<file path="config.mk">
export PLATFORM = sky130hd
export DESIGN_NAME = matrix_loader
export DESIGN_NICKNAME = d
export VERILOG_FILES = /design/src/rtl/matrix_pkg.sv /design/src/rtl/matrix_loader.sv
export SDC_FILE = /design/constraint.sdc
export NUM_CORES = 1
export LEC_CHECK = 0
export ABC_AREA = 1
export BUFFER_PORTS_ARGS = -buffer_cell sky130_fd_sc_hd__buf_2
export CAP_MARGIN = 20
export CORE_MARGIN = 4
export CORE_UTILIZATION = 30
export CTS_CLUSTER_DIAMETER = 30
export DETAILED_ROUTE_END_ITERATION = 12
export PLACE_DENSITY = 0.49
export SYNTH_ARGS = -nofsm -noshare
export SYNTH_HDL_FRONTEND = slang
export SYNTH_SLANG_ARGS = --single-unit
</file>
<file path="constraint.sdc">
create_clock -name clk -period 4.19 [get_ports clk]
set_clock_uncertainty 0.15 [all_clocks]
set_input_delay 0.419 -clock clk [delete_from_list [all_inputs] [get_ports clk]]
set_output_delay 0.419 -clock clk [all_outputs]
set_load 0.05 [all_outputs]
</file>
<file path="src/rtl/matrix_pkg.sv">
// Shared definitions for the matrix coprocessor front end and its arithmetic units:
// instruction opcodes, op_select codes, loader FSM states and matrix geometry.
package matrix_pkg;

    localparam int LANE_W    = 8;
    localparam int NUM_LANES = 32;
    localparam int MAT_DIM   = 5;
    localparam int MAT_ELEMS = MAT_DIM * MAT_DIM;

    localparam logic [2:0] OPC_NOP    = 3'b000;
    localparam logic [2:0] OPC_LOAD   = 3'b001;
    localparam logic [2:0] OPC_COMMIT = 3'b010;
    localparam logic [2:0] OPC_EXEC   = 3'b011;
    localparam logic [2:0] OPC_CLEAR  = 3'b100;
    localparam logic [2:0] OPC_CLRERR = 3'b101;

    // Code 10 is an alias of sum so that every op_select value is meaningful.
    localparam logic [1:0] OPS_SUM       = 2'b00;
    localparam logic [1:0] OPS_SUB       = 2'b01;
    localparam logic [1:0] OPS_SUM_ALT   = 2'b10;
    localparam logic [1:0] OPS_TRANSPOSE = 2'b11;

    typedef enum logic [1:0] {
        ST_IDLE  = 2'd0,
        ST_WRITE = 2'd1,
        ST_EXEC  = 2'd2
    } state_t;

    function automatic int unsigned elem_lane(input int unsigned row, input int unsigned col);
        return row * MAT_DIM + col;
    endfunction

endpackage

</file>
<file path="src/rtl/matrix_loader.sv">
// Host-facing loader: assembles int8 matrices in a staging buffer, commits them to the
// matrix RAM and launches coprocessor operations with a bounded wait for op_done.
module matrix_loader
    import matrix_pkg::*;
#(
    parameter int DATA_W  = 256,
    parameter int ELEM_W  = 8,
    parameter int ADDR_W  = 8,
    parameter int TIMEOUT = 255
) (
    input  logic              clk,
    input  logic              rst,
    input  logic [31:0]       instr,
    input  logic              instr_valid,
    output logic              instr_ready,
    output logic [ADDR_W-1:0] ram_address,
    output logic [DATA_W-1:0] ram_data,
    output logic              ram_wren,
    output logic [1:0]        op_select,
    output logic              start_operation,
    input  logic              op_done,
    output logic              exec_done,
    output logic              error,
    output logic [1:0]        state_dbg
);

    localparam int CNT_W = $clog2(TIMEOUT + 1);
    localparam logic [CNT_W-1:0] CNT_LAST = CNT_W'(TIMEOUT - 1);

    state_t            state_q;
    state_t            state_d;
    logic [DATA_W-1:0] buf_q;
    logic [ADDR_W-1:0] addr_q;
    logic [1:0]        opsel_q;
    logic [CNT_W-1:0]  cnt_q;
    logic              exec_done_q;
    logic              error_q;
    logic [2:0]        opcode;
    logic [4:0]        lane;
    logic              unused_instr_bits;

    assign opcode            = instr[2:0];
    assign lane              = instr[7:3];
    assign unused_instr_bits = ^instr[31:16];

    // Handshake: an instruction transfers on a rising edge where instr_valid && instr_ready;
    // instr_ready is high exactly in IDLE, so the host holds instr/instr_valid until then.
    always_comb begin
        state_d         = state_q;
        instr_ready     = 1'b0;
        ram_wren        = 1'b0;
        start_operation = 1'b0;
        case (state_q)
            ST_IDLE: begin
                instr_ready = 1'b1;
                if (instr_valid) begin
                    if (opcode == OPC_COMMIT) begin
                        state_d = ST_WRITE;
                    end else if (opcode == OPC_EXEC) begin
                        state_d = ST_EXEC;
                    end
                end
            end
            ST_WRITE: begin
                ram_wren = 1'b1;
                state_d  = ST_IDLE;
            end
            ST_EXEC: begin
                start_operation = 1'b1;
                if (op_done || cnt_q == CNT_LAST) begin
                    state_d = ST_IDLE;
                end
            end
            default: begin
                state_d = ST_IDLE;
            end
        endcase
    end

    always_ff @(posedge clk or negedge rst) begin
        if (!rst) begin
            state_q <= ST_IDLE;
        end else begin
            state_q <= state_d;
        end
    end

    always_ff @(posedge clk or negedge rst) begin
        if (!rst) begin
            buf_q       <= '0;
            addr_q      <= '0;
            opsel_q     <= '0;
            cnt_q       <= '0;
            exec_done_q <= 1'b0;
            error_q     <= 1'b0;
        end else begin
            exec_done_q <= 1'b0;
            case (state_q)
                ST_IDLE: begin
                    if (instr_valid) begin
                        case (opcode)
                            OPC_LOAD:   buf_q[lane*ELEM_W +: ELEM_W] <= instr[8 +: ELEM_W];
                            OPC_COMMIT: addr_q <= instr[3 +: ADDR_W];
                            OPC_EXEC: begin
                                opsel_q <= instr[4:3];
                                cnt_q   <= '0;
                            end
                            OPC_CLEAR:  buf_q <= '0;
                            OPC_CLRERR: error_q <= 1'b0;
                            3'b110, 3'b111: error_q <= 1'b1;
                            default: ;
                        endcase
                    end
                end
                ST_EXEC: begin
                    // op_done has priority over the timeout on the same edge.
                    if (op_done) begin
                        exec_done_q <= 1'b1;
                    end else if (cnt_q == CNT_LAST) begin
                        error_q <= 1'b1;
                    end else begin
                        cnt_q <= cnt_q + 1'b1;
                    end
                end
                default: ;
            endcase
        end
    end

    assign ram_address = addr_q;
    assign ram_data    = buf_q;
    assign op_select   = opsel_q;
    assign exec_done   = exec_done_q;
    assign error       = error_q;
    assign state_dbg   = state_q;

endmodule

</file>
# Yosys cells after proc, flatten, opt, wreduce, memory -nomap -nowiden
# Index checks and enable logic that the tools add are counted.
# totals
regBits	278
input_bits	36
out_inout_bits	273
wordCells	62
# op_classes
add_sub_neg	2
eq_ne	18
shift	2
muxes	22
reduce_logical	11
# op_table
operator	n
256-bit case mux with 2 select lines	1
256-bit bitwise mux	1
8-bit by 34-bit variable shift with 256-bit output (first input constant)	1
8-bit by 34-bit variable part select with 256-bit output	1
8-bit negation with 34-bit output	1
8-bit two-way mux	4
8-bit case mux with 2 select lines	1
3-bit equality test (second input constant)	4
2-bit != test (second input constant)	6
3-bit AND reduction	4
5-bit AND reduction	2
8-bit by 1-bit adder with 8-bit output (second input constant)	1
8-bit equality test (second input constant)	1
1-bit two-way mux	8
2-bit two-way mux	4
3-bit by 2-bit equality test with 1-bit output (second input constant)	2
3-bit != test (second input constant)	2
1-bit case mux with 2 select lines	2
2-bit case mux with 2 select lines	1
2-bit nonzero test	2
3-bit by 1-bit equality test with 1-bit output (second input constant)	1
2-bit by 1-bit equality test with 1-bit output (second input constant)	1
2-bit equality test (second input constant)	1
2-bit zero test	1
2 further kinds	2

# Depth between registers and ports, before layout
# Gate-level depths: netlist of the first run.
# depth
ltp_word	5
mapped_depth	18
mapped_depth_nobuf	17

# Worst setup path before layout of the first run
# No wires, ideal clock.
# synth_timing
path_kind	input to register
start	in instr[3]
end	reg buf_q[104] (netlist: ram_data[104])
setup_ns	0.119
arrival_time_ns	2.568
required_time_ns	3.921
slack_ns	1.352
cell_stages	17
path_buffers	3
path_cell_list	inv_2 clkbuf_1 ha_1 inv_1 nor2_1 inv_1 nor2_1 ha_1 clkbuf_1 nand3_1 inv_2 buf_4 nand2_1 nand2_1 nand2_1 nand2_1 nand2_1
# synth_between
elab_chain_len	4
elab_cells_between_ends	5
classes_between	1 x add/sub; 2 x shift; 2 x mux
# synth_lines
element	line	text
start: declaration	matrix_loader.sv:13	input logic [31:0] instr,
8-bit negation with 34-bit output *	matrix_loader.sv:102	OPC_LOAD: buf_q[lane*ELEM_W +: ELEM_W] <= instr[8 +: ELEM_W];
8-bit by 34-bit variable part select with 256-bit output or 8-bit by 34-bit variable shift with 256-bit output (tied branches)	matrix_loader.sv:102	
256-bit bitwise mux *	matrix_loader.sv:102	
256-bit case mux with 2 select lines *	matrix_loader.sv:101	case (opcode)
end signal: indexed assignment	matrix_loader.sv:102	
end: declaration	matrix_loader.sv:32	logic [DATA_W-1:0] buf_q;
# Every way passes the cells marked *; elsewhere a longest branch is shown, timed or not.
# A chain may end at the register's enable or synchronous reset.

# Final worst setup path of the first run
# layout_timing
start	in instr[3]
end	reg buf_q[112] (netlist: ram_data[112])
# Same word-level chain as after synthesis.

==> flow_metrics.env, run 1 <==
export IMPL_wirelength_um=46200
export IMPL_holdPathStages=3
export IMPL_dp_hpwl_um=33100
export IMPL_synth_simple_area_share_pct=35.4
export IMPL_nets=1952
export IMPL_crit_type="primary input to flip-flop"
export IMPL_vias=11743
export IMPL_grtUsageMet3_pct=6.27
export IMPL_grt_pass1_vias=11914
export IMPL_synth_compound_area_share_pct=2.65
export IMPL_ys_warn_count=0
export IMPL_path_max_fanout=17
export IMPL_htreeDepth=3
export IMPL_crit_required_ps=4470
export IMPL_rsz0062_at_grt="no"
export IMPL_synth_cells=1569
export IMPL_status="completed"
export IMPL_clk_path_buf_depth=3
export IMPL_drt_pass1_iter_count=5
export IMPL_synth_nets=1609
export IMPL_grt_use_met1_pct=28.5
export IMPL_post_cts_buffers=0
export IMPL_avgRoutedWirePerCell_um=18.5
export IMPL_clk_pin_slew_worst_paths_ps=40
export IMPL_start_util_pct=30.7
export IMPL_grt_overflow=0
export IMPL_crit_chain="buf_2 > inv_2 > ha_1 > inv_1 > nor2_1 > inv_1 > nor2_1 > ha_1 > nand3_1 > inv_2 > nand2_1 > nand2_1 > nand2_1 > nand2_1 > o21ai_0"
export IMPL_layout_setup_ws_ps=1150
export IMPL_min_path_type="primary input to flip-flop"
export IMPL_synth_fa_ha_area_share_pct=0.406
export IMPL_areaGrowthSynthToFinish_pct=39.2
export IMPL_die_w_um=211
export IMPL_cpMostUsedCell="nand2_1"
export IMPL_rows=73
export IMPL_synth_ff_type="dfrtp_1"
export IMPL_synth_top_family_by_area="simple AND/OR/NAND/NOR gates"
export IMPL_synth_seq_cells=278
export IMPL_final_core_util_pct=42.7
export IMPL_fin_crit_ps=3040
export IMPL_gp_congestion=0.830
export IMPL_yosysSeqAreaShare_pct=56.4
export IMPL_cts_root_buffer="clkbuf_16"
export IMPL_cp_end_kind="flip-flop"
export IMPL_io_pins=309
export IMPL_vias_per_cell=4.70
export IMPL_finalHoldViolations=0
export IMPL_clk_latency_ps=570
export IMPL_grt_use_met2_pct=30.9
export IMPL_die_height_um=211
export IMPL_worst_ep_arrival_time_ps=3320
export IMPL_setup_tns_ps=0
export IMPL_finalCritPeriodShare_pct=72.6
export IMPL_synthMuxAreaShare_pct=0
export IMPL_synth_enable_flop_cells=0
export IMPL_max_stage_delay_ps=370
export IMPL_synth_xor_area_share_pct=0.345
export IMPL_numCtsBuffers=76
export IMPL_antenna_found_initial=3
export IMPL_drc=0
export IMPL_r2r_cells=9
export IMPL_grt_first_pass_wirelength_um=71400
export IMPL_hold_buffers=2
export IMPL_drive_above_1_share_pct=23.8
export IMPL_synth_cell_types=28
export IMPL_async_flop_share_pct=100
export IMPL_synth_area_um2=12300
export IMPL_p_leak_uw=0.00992
export IMPL_powerDensity_nw_per_um2=556
export IMPL_ir_drop_mv=0.332
export IMPL_relSlewSlack_pct=41.7
export IMPL_numClockSinks=278
export IMPL_setup_viol=0
export IMPL_slew_viol_final=0
export IMPL_cts_resized=0
export IMPL_max_slew_worst_pin_slew_ps=873
export IMPL_dp_slack_ps=652
export IMPL_portBuffers=292
export IMPL_antenna_left=0
export IMPL_worstSetupStartpointType="primary input"
export IMPL_drv_cap=0
export IMPL_drtIter0Drc=892
export IMPL_postSynthAreaPerCell_um2=7.86
export IMPL_busiest_layer="met2"
export IMPL_tritoncts="built"
export IMPL_core_area_um2=40200
export IMPL_grt_start_max_net_pins=86
export IMPL_fmax_mhz=329
export IMPL_die_area_um2=44400
export IMPL_slowest_stage="inv_2"
export IMPL_grtUsageTotal_pct=20.7
[cell usage in the layout (no fill, tap or decap), types with 4 or more instances in the layout]
cell,n
nand2_1,757
buf_2,291
dfrtp_1,278
nor2_1,134
nand3_1,103
inv_1,88
clkbuf_16,78
o21ai_0,50
nor3_1,33
nand4_1,29
buf_4,16
nor2_2,14
clkinv_2,13
clkbuf_8,13
bufinv_16,12
clkbuf_1,8
inv_2,7
clkinvlp_4,7
o21ai_1,4
a21oi_1,4
ha_1,4
clkinv_4,4
[Yosys cell counts (6+ instances only)]
cell type | count | area [µm²]
nand2_1 | 757 | 2840
dfrtp_1 | 278 | 6960
nor2_1 | 135 | 507
nand3_1 | 104 | 521
inv_1 | 89 | 334
o21ai_0 | 50 | 250
nor3_1 | 33 | 165
nand4_1 | 29 | 181
buf_2 | 22 | 110
clkbuf_1 | 16 | 60.1
nor2_2 | 13 | 81.3
buf_1 | 6 | 22.5
inv_2 | 6 | 22.5
[logic make-up after synthesis]
logic type | count (synthesis)
and+or+nand+nor | 1077
buffers and inverters | 143
AOI/OAI and AO/OA | 63
xor gates and xnor gates | 4
DFF | 278
adders and majority gates | 4
[cell type report]
type                       count  area (µm²)
timing repair buffer         312        1650
antenna                        1        2.50
inverter                      96         360
tap                          525         657
multi-input combinational   1148        4790
fill                        4112       23000
clock inverter                40         571
clock buffer                  99        2160
sequential                   278        6960
[where the power goes]
part           internal (µW)  switching (µW)  leakage (µW)
logic                    121             532       0.00473
clock network           4350            1750       0.00133
registers               2750            37.9       0.00386
[metrics by stage]
stage          hold WS [ps]  std cells  instance area (µm²)  total power, µW
2_1_floorplan         -26.6       1569                12300             3230
6_report               34.9       2499                17200             9540
4_1_cts                14.6       2498                17200             9650
3_5_place_dp            304       2357                14400             3480
5_1_grt                51.7       2499                17200             9880
3_3_place_gp            300       2357                14400             3470
[state kept, by name, indices dropped and copies added, names as in the netlist]
name / cells
ram_data: 256
exec_done: 1
cnt_q: 8
error: 1
ram_address: 8
state_dbg: 2
op_select: 2
[path summary, 6_finish.rpt]
kind / to / slack (ps) / startpoint
setup / recovery: ram_data[112] / 1150 / instr[3]
hold / removal: ram_address[4] / 30 / instr[7]
setup reg to reg: ram_data[96] / 1640 / state_dbg[1]
hold reg to reg: ram_data[171] / 310 / ram_data[171]
max in group asynchronous: ram_data[173] / 2660 / rst
min in group asynchronous: ram_data[179] / 290 / rst
[worst max-delay path, delay by kind of cell]
kind	cells	cell delay [ps]
buffers and inverters	5	980
AO/OA/AOI/OAI	1	120
adder cells (fa/ha/maj)	2	480
AND/OR/NAND/NOR	7	1290
[routing by layer]
metal,wire (µm),vias up
met5,20,-
met4,1290,4
met3,3820,86
met2,20200,429
met1,20900,5578
li1,-,5646
Note: power is estimated with default switching activity, not from simulation.
==> run 2: changes to the inputs <==
==> constraint.sdc (replaced) <==
create_clock -name clk -period 2.9 [get_ports clk]
set_clock_uncertainty 0.15 [all_clocks]
set_input_delay 0.29 -clock clk [delete_from_list [all_inputs] [get_ports clk]]
set_output_delay 0.29 -clock clk [all_outputs]
set_load 0.05 [all_outputs]
==> flow_metrics.env, run 2 (synthesis gave the netlist of run 1 again) <==
export IMPL_status="completed"
export IMPL_areaGrowthSynthToFinish_pct=41.3
export IMPL_min_path_type="primary input to flip-flop"
export IMPL_max_stage_delay_ps=570
export IMPL_rows=73
export IMPL_ir_drop_mv=0.401
export IMPL_wirelength_um=45900
export IMPL_relSlewSlack_pct=43.0
export IMPL_layout_setup_ws_ps=192
export IMPL_portBuffers=292
export IMPL_tritoncts="built"
export IMPL_crit_chain="dlygate4sd3_1 > buf_2 > inv_1 > ha_1 > inv_1 > nor2_1 > buf_4 > nand2_1 > nand4_1 > nor2_1 > nand4_1 > nand2_1 > nand2_1 > nand2_1 > nand2_1"
export IMPL_crit_type="primary input to flip-flop"
export IMPL_grt_overflow=0
export IMPL_power_frac_clock_pct=63.6
export IMPL_core_area_um2=40200
export IMPL_max_slew_worst_pin_slew_ps=854
export IMPL_antenna_found_initial=2
export IMPL_htreeDepth=3
export IMPL_die_height_um=211
export IMPL_layout_commonest_cell="nand2_1"
export IMPL_cts_root_buffer="clkbuf_16"
export IMPL_setup_tns_ps=0
export IMPL_diodes=0
export IMPL_drt_pass1_iter_count=5
export IMPL_crit_required_ps=3190
export IMPL_layout_common_cells="nand2_1, buf_2, dfrtp_1, nor2_1, nand3_1"
export IMPL_grtUsageTotal_pct=20.5
export IMPL_drive_above_1_share_pct=24.4
export IMPL_worstSetupStartpointType="primary input"
export IMPL_antenna_left=0
export IMPL_powerDensity_nw_per_um2=791
export IMPL_grt_pass1_vias=11786
export IMPL_clk_latency_ps=550
export IMPL_p_int_uw=10600
export IMPL_swShare_pct=23.3
export IMPL_setup_viol=0
export IMPL_finalCritPeriodShare_pct=93.4
export IMPL_rsz0062_at_grt="yes"
export IMPL_clk_pin_slew_worst_paths_ps=40
export IMPL_vias=11774
export IMPL_fmax_mhz=369
export IMPL_fillCellCount=4140
export IMPL_die_w_um=211
export IMPL_slowest_stage="dlygate4sd3_1"
export IMPL_drv_cap=0
export IMPL_drtIter0Drc=749
export IMPL_numClockSinks=278
export IMPL_worst_ep_arrival_time_ps=3000
export IMPL_cp_end_kind="flip-flop"
export IMPL_largest_reg_flops=256
export IMPL_finalHoldViolations=0
export IMPL_dp_hpwl_um=33500
export IMPL_clk_path_buf_depth=3
export IMPL_power_frac_comb_pct=7.2
export IMPL_vias_per_cell=4.66
export IMPL_numCtsBuffers=75
export IMPL_gp_congestion=0.837
export IMPL_avgRoutedWirePerCell_um=18.2
export IMPL_p_leak_uw=0.0101
export IMPL_io_pins=309
export IMPL_grt_start_max_net_pins=94
export IMPL_fin_crit_ps=2710
export IMPL_path_max_fanout=8
export IMPL_die_area_um2=44400
export IMPL_dp_slack_ps=166
export IMPL_slew_viol_final=0
export IMPL_start_util_pct=30.7
export IMPL_nets=1983
export IMPL_cpMostUsedCell="nand2_1"
export IMPL_p_sw_uw=3210
export IMPL_grt_first_pass_wirelength_um=71000
export IMPL_pwr_share_seq_pct=29.2
export IMPL_drc=0
[run 2: changes by cell type in the layout (fill, tap and decap cells not counted), moves of 3 or more]
cell / change
dlygate4sd3_1: +7
clkinv_8: -3
clkbuf_1: +4
buf_4: +22
clkinv_2: -4
buf_12: +3
[run 2: critical path: cells and delay by family]
family | cells | cell delay, ps
adders and majority gates | 1 | 190
buffers and inverters | 5 | 950
and+or+nand+nor | 9 | 1570
[run 2: layer usage]
metal | global-route usage [%] | vias to the layer above | part of all wire, %
li1 | - | 5701 | -
met1 | 29.0 | 5611 | 46
met2 | 30.5 | 388 | 44
met3 | 6.10 | 70 | 8.1
met4 | 6.39 | 4 | 2.1
met5 | 0 | - | 0.059
[run 2: through the flow]
| stage | utilization [%] | instance area (µm²) | instances | power, µW | hold WS (ps) |
|---|---|---|---|---|---|
| floorplan | - | 12300 | 1569 | 4660 | -156 |
| global placement | 36.4 | 14600 | 2382 | 5050 | 195 |
| global route | 43.3 | 17400 | 2524 | 14300 | 89.1 |
| detailed placement | 36.4 | 14600 | 2382 | 5060 | 186 |
| CTS | 43.3 | 17400 | 2524 | 14000 | 51.0 |
| finish | 43.3 | 17400 | 2524 | 13800 | 80.5 |
[run 2: repair_timing]
item,4_1_cts,5_1_grt
resized for setup,0,5
setup buffers,0,0
endpoints found under the setup margin,0,44
hold endpoints to repair,77,0
hold buffers,9,0
[run 2: power by group through the flow]
stage	Clock [µW]	Sequential [µW]	Combinational [µW]
final	8750	4020	993
after global routing	9180	4030	1080
after CTS	8930	4020	1000
after detailed placement	0	4080	982
after global placement	0	4080	979
after floorplan	0	4310	355
[run 2: cell type report]
type / instances / area [µm²] / share of cell area [%]
Sequential cell: 278 / 6960 / 39.9
Multi-Input combinational cell: 1148 / 4800 / 27.5
Clock buffer: 104 / 2200 / 12.6
Timing Repair Buffer: 344 / 1950 / 11.2
Tap cell: 525 / 657 / 3.77
Clock inverter: 29 / 492 / 2.82
Inverter: 96 / 367 / 2.10
[run 2: path summary, 6_finish.rpt]
path                                from             to  slack, ps  cells after the start
max                             instr[4]  ram_data[172]        190                     15
min                            instr[13]    ram_data[5]         80                      5
max reg2reg                 state_dbg[1]  ram_data[186]        550                      9
min reg2reg                ram_data[250]  ram_data[250]        310                      2
max in group asynchronous            rst  ram_data[166]       1580                      3
min in group asynchronous            rst          error        160                      2
==> run 3: changes to the inputs <==
--- a/config.mk
+++ b/config.mk
@@ -8,7 +8,6 @@
 export ABC_AREA = 1
 export BUFFER_PORTS_ARGS = -buffer_cell sky130_fd_sc_hd__buf_2
 export CAP_MARGIN = 20
-export CORE_MARGIN = 4
 export CORE_UTILIZATION = 30
 export CTS_CLUSTER_DIAMETER = 30
 export DETAILED_ROUTE_END_ITERATION = 12
==> constraint.sdc (replaced) <==
create_clock -name clk -period 2.9 [get_ports clk]
set_clock_uncertainty 0.15 [all_clocks]
set_input_delay 0.29 -clock clk [delete_from_list [all_inputs] [get_ports clk]]
set_output_delay 0.29 -clock clk [all_outputs]
set_load 0.02 [all_outputs]
==> flow_metrics.env, run 3 (synthesis gave the netlist of run 1 again) <==
export IMPL_antenna_left=0
export IMPL_crit_chain="dlygate4sd3_1 > buf_2 > inv_1 > ha_1 > inv_1 > nor2_1 > inv_1 > nor2_1 > ha_1 > clkinv_1 > nand3_1 > inv_1 > nand2_1 > nand2_1 > nand2_1 > nand2_1 > o21ai_0"
export IMPL_finalCritPeriodShare_pct=92.2
export IMPL_dp_hpwl_um=32800
export IMPL_largest_reg_flops=256
export IMPL_post_cts_buffers=0
export IMPL_grt_overflow=0
export IMPL_drive_above_1_share_pct=24.1
export IMPL_hp_start="instr[12]"
export IMPL_grt_pass1_vias=11825
export IMPL_crit_required_ps=3160
export IMPL_dp_cells=2382
export IMPL_max_stage_delay_ps=580
export IMPL_start_util_pct=30.7
export IMPL_rows=73
export IMPL_fillCellCount=4095
export IMPL_die_area_um2=41900
export IMPL_min_path_type="primary input to flip-flop"
export IMPL_drt_pass1_iter_count=5
export IMPL_multi_input_area_um2=4800
export IMPL_worstSetupStartpointType="primary input"
export IMPL_setup_tns_ps=0
export IMPL_relSlewSlack_pct=43.3
export IMPL_drv_cap=0
export IMPL_max_slew_worst_pin_slew_ps=849
export IMPL_power_total_uw=12800
export IMPL_setup_viol=0
export IMPL_vias_per_cell=4.67
export IMPL_p_leak_uw=0.00996
export IMPL_fmax_mhz=374
export IMPL_areaGrowthSynthToFinish_pct=39.3
export IMPL_vias=11763
export IMPL_layout_common_cells="nand2_1, buf_2, dfrtp_1, nor2_1, nand3_1"
export IMPL_cpLargestDelayFamily="buffers and inverters"
export IMPL_slowest_stage="dlygate4sd3_1"
export IMPL_core_area_um2=40100
export IMPL_grt_first_pass_wirelength_um=69100
export IMPL_io_pins=309
export IMPL_cp_end_kind="flip-flop"
export IMPL_antenna_found_initial=1
export IMPL_stdcell_count=2517
export IMPL_rsz0062_at_grt="no"
export IMPL_tritoncts="built"
export IMPL_numClockSinks=278
export IMPL_clk_path_buf_depth=3
export IMPL_wirelength_um=45000
export IMPL_finalHoldViolations=0
export IMPL_nets=1978
export IMPL_avgRoutedWirePerCell_um=17.9
export IMPL_grt_start_max_net_pins=69
export IMPL_htreeDepth=3
export IMPL_die_w_um=205
export IMPL_gp_congestion=0.834
export IMPL_dp_slack_ps=154
export IMPL_ir_drop_mv=0.375
export IMPL_seqCellArea_um2=6960
export IMPL_numCtsBuffers=70
export IMPL_cts_root_buffer="clkbuf_16"
export IMPL_r2r_start="state_dbg[1]"
export IMPL_clk_pin_slew_worst_paths_ps=50
export IMPL_drtIter0Drc=787
export IMPL_layout_commonest_cell="nand2_1"
export IMPL_critPathBufInv=7
export IMPL_layout_setup_ws_ps=226
export IMPL_drc=0
export IMPL_fin_crit_ps=2670
export IMPL_worst_ep_arrival_time_ps=2940
export IMPL_path_max_fanout=8
export IMPL_status="completed"
export IMPL_die_height_um=205
export IMPL_crit_start="instr[4]"
export IMPL_final_core_util_pct=42.8
export IMPL_clk_latency_ps=540
export IMPL_grtUsageTotal_pct=21.7
export IMPL_crit_type="primary input to flip-flop"
export IMPL_powerDensity_nw_per_um2=747
export IMPL_slew_viol_final=0
export IMPL_portBuffers=292
run 3: timing repair:
item,in CTS,in global routing
hold buffers,9,0
gates resized for setup,0,5
hold endpoints to repair,66,0
setup endpoints to repair,0,43
run 3: layout make-up:
class                           count  area share [%]
Antenna cell                        1          0.0146
Clock buffer                      100            12.2
Clock inverter                     25            2.06
Inverter                           96            2.11
Multi-Input combinational cell   1148            28.0
Sequential cell                   278            40.5
Tap cell                          525            3.83
Timing Repair Buffer              344            11.3
run 3: worst paths after layout:
| kind | end | slack, ps | cells past startpoint |
|---|---|---|---|
| max | ram_data[241] | 230 | 17 |
| min | ram_data[4] | 90 | 5 |
| max reg2reg | ram_data[52] | 540 | 10 |
| min reg2reg | ram_data[194] | 310 | 2 |
| max in group asynchronous | ram_data[93] | 1680 | 3 |
| min in group asynchronous | ram_data[176] | 140 | 2 |
run 3: per-stage QoR:
step / hold slack, ps / instance area [µm²]
4_1_cts: 46.9 / 17200
5_1_grt: 110 / 17200
3_5_place_dp: 149 / 14600
6_report: 94.7 / 17200
3_3_place_gp: 155 / 14600
2_1_floorplan: -156 / 12300
run 3: power by group:
part           switching [µW]  internal, µW  total [µW]
Clock                    2310          5650        7970
Combinational             608           215         823
Sequential               56.4          3970        4030
Total                    2980          9840       12800
run 3: routing by layer:
layer	vias up	track usage (%)	part of all wire (%)
met3	76	5.50	6.8
li1	5705	-	-
met1	5639	30.0	46
met2	343	33.0	45
met5	-	0	0
met4	0	6.85	1.8
run 3: tightest hold or removal path, stage by stage:
cell and delay (ps):
buf_2 100, inv_1 60, nor2_1 60, inv_1 130, o21ai_0 100
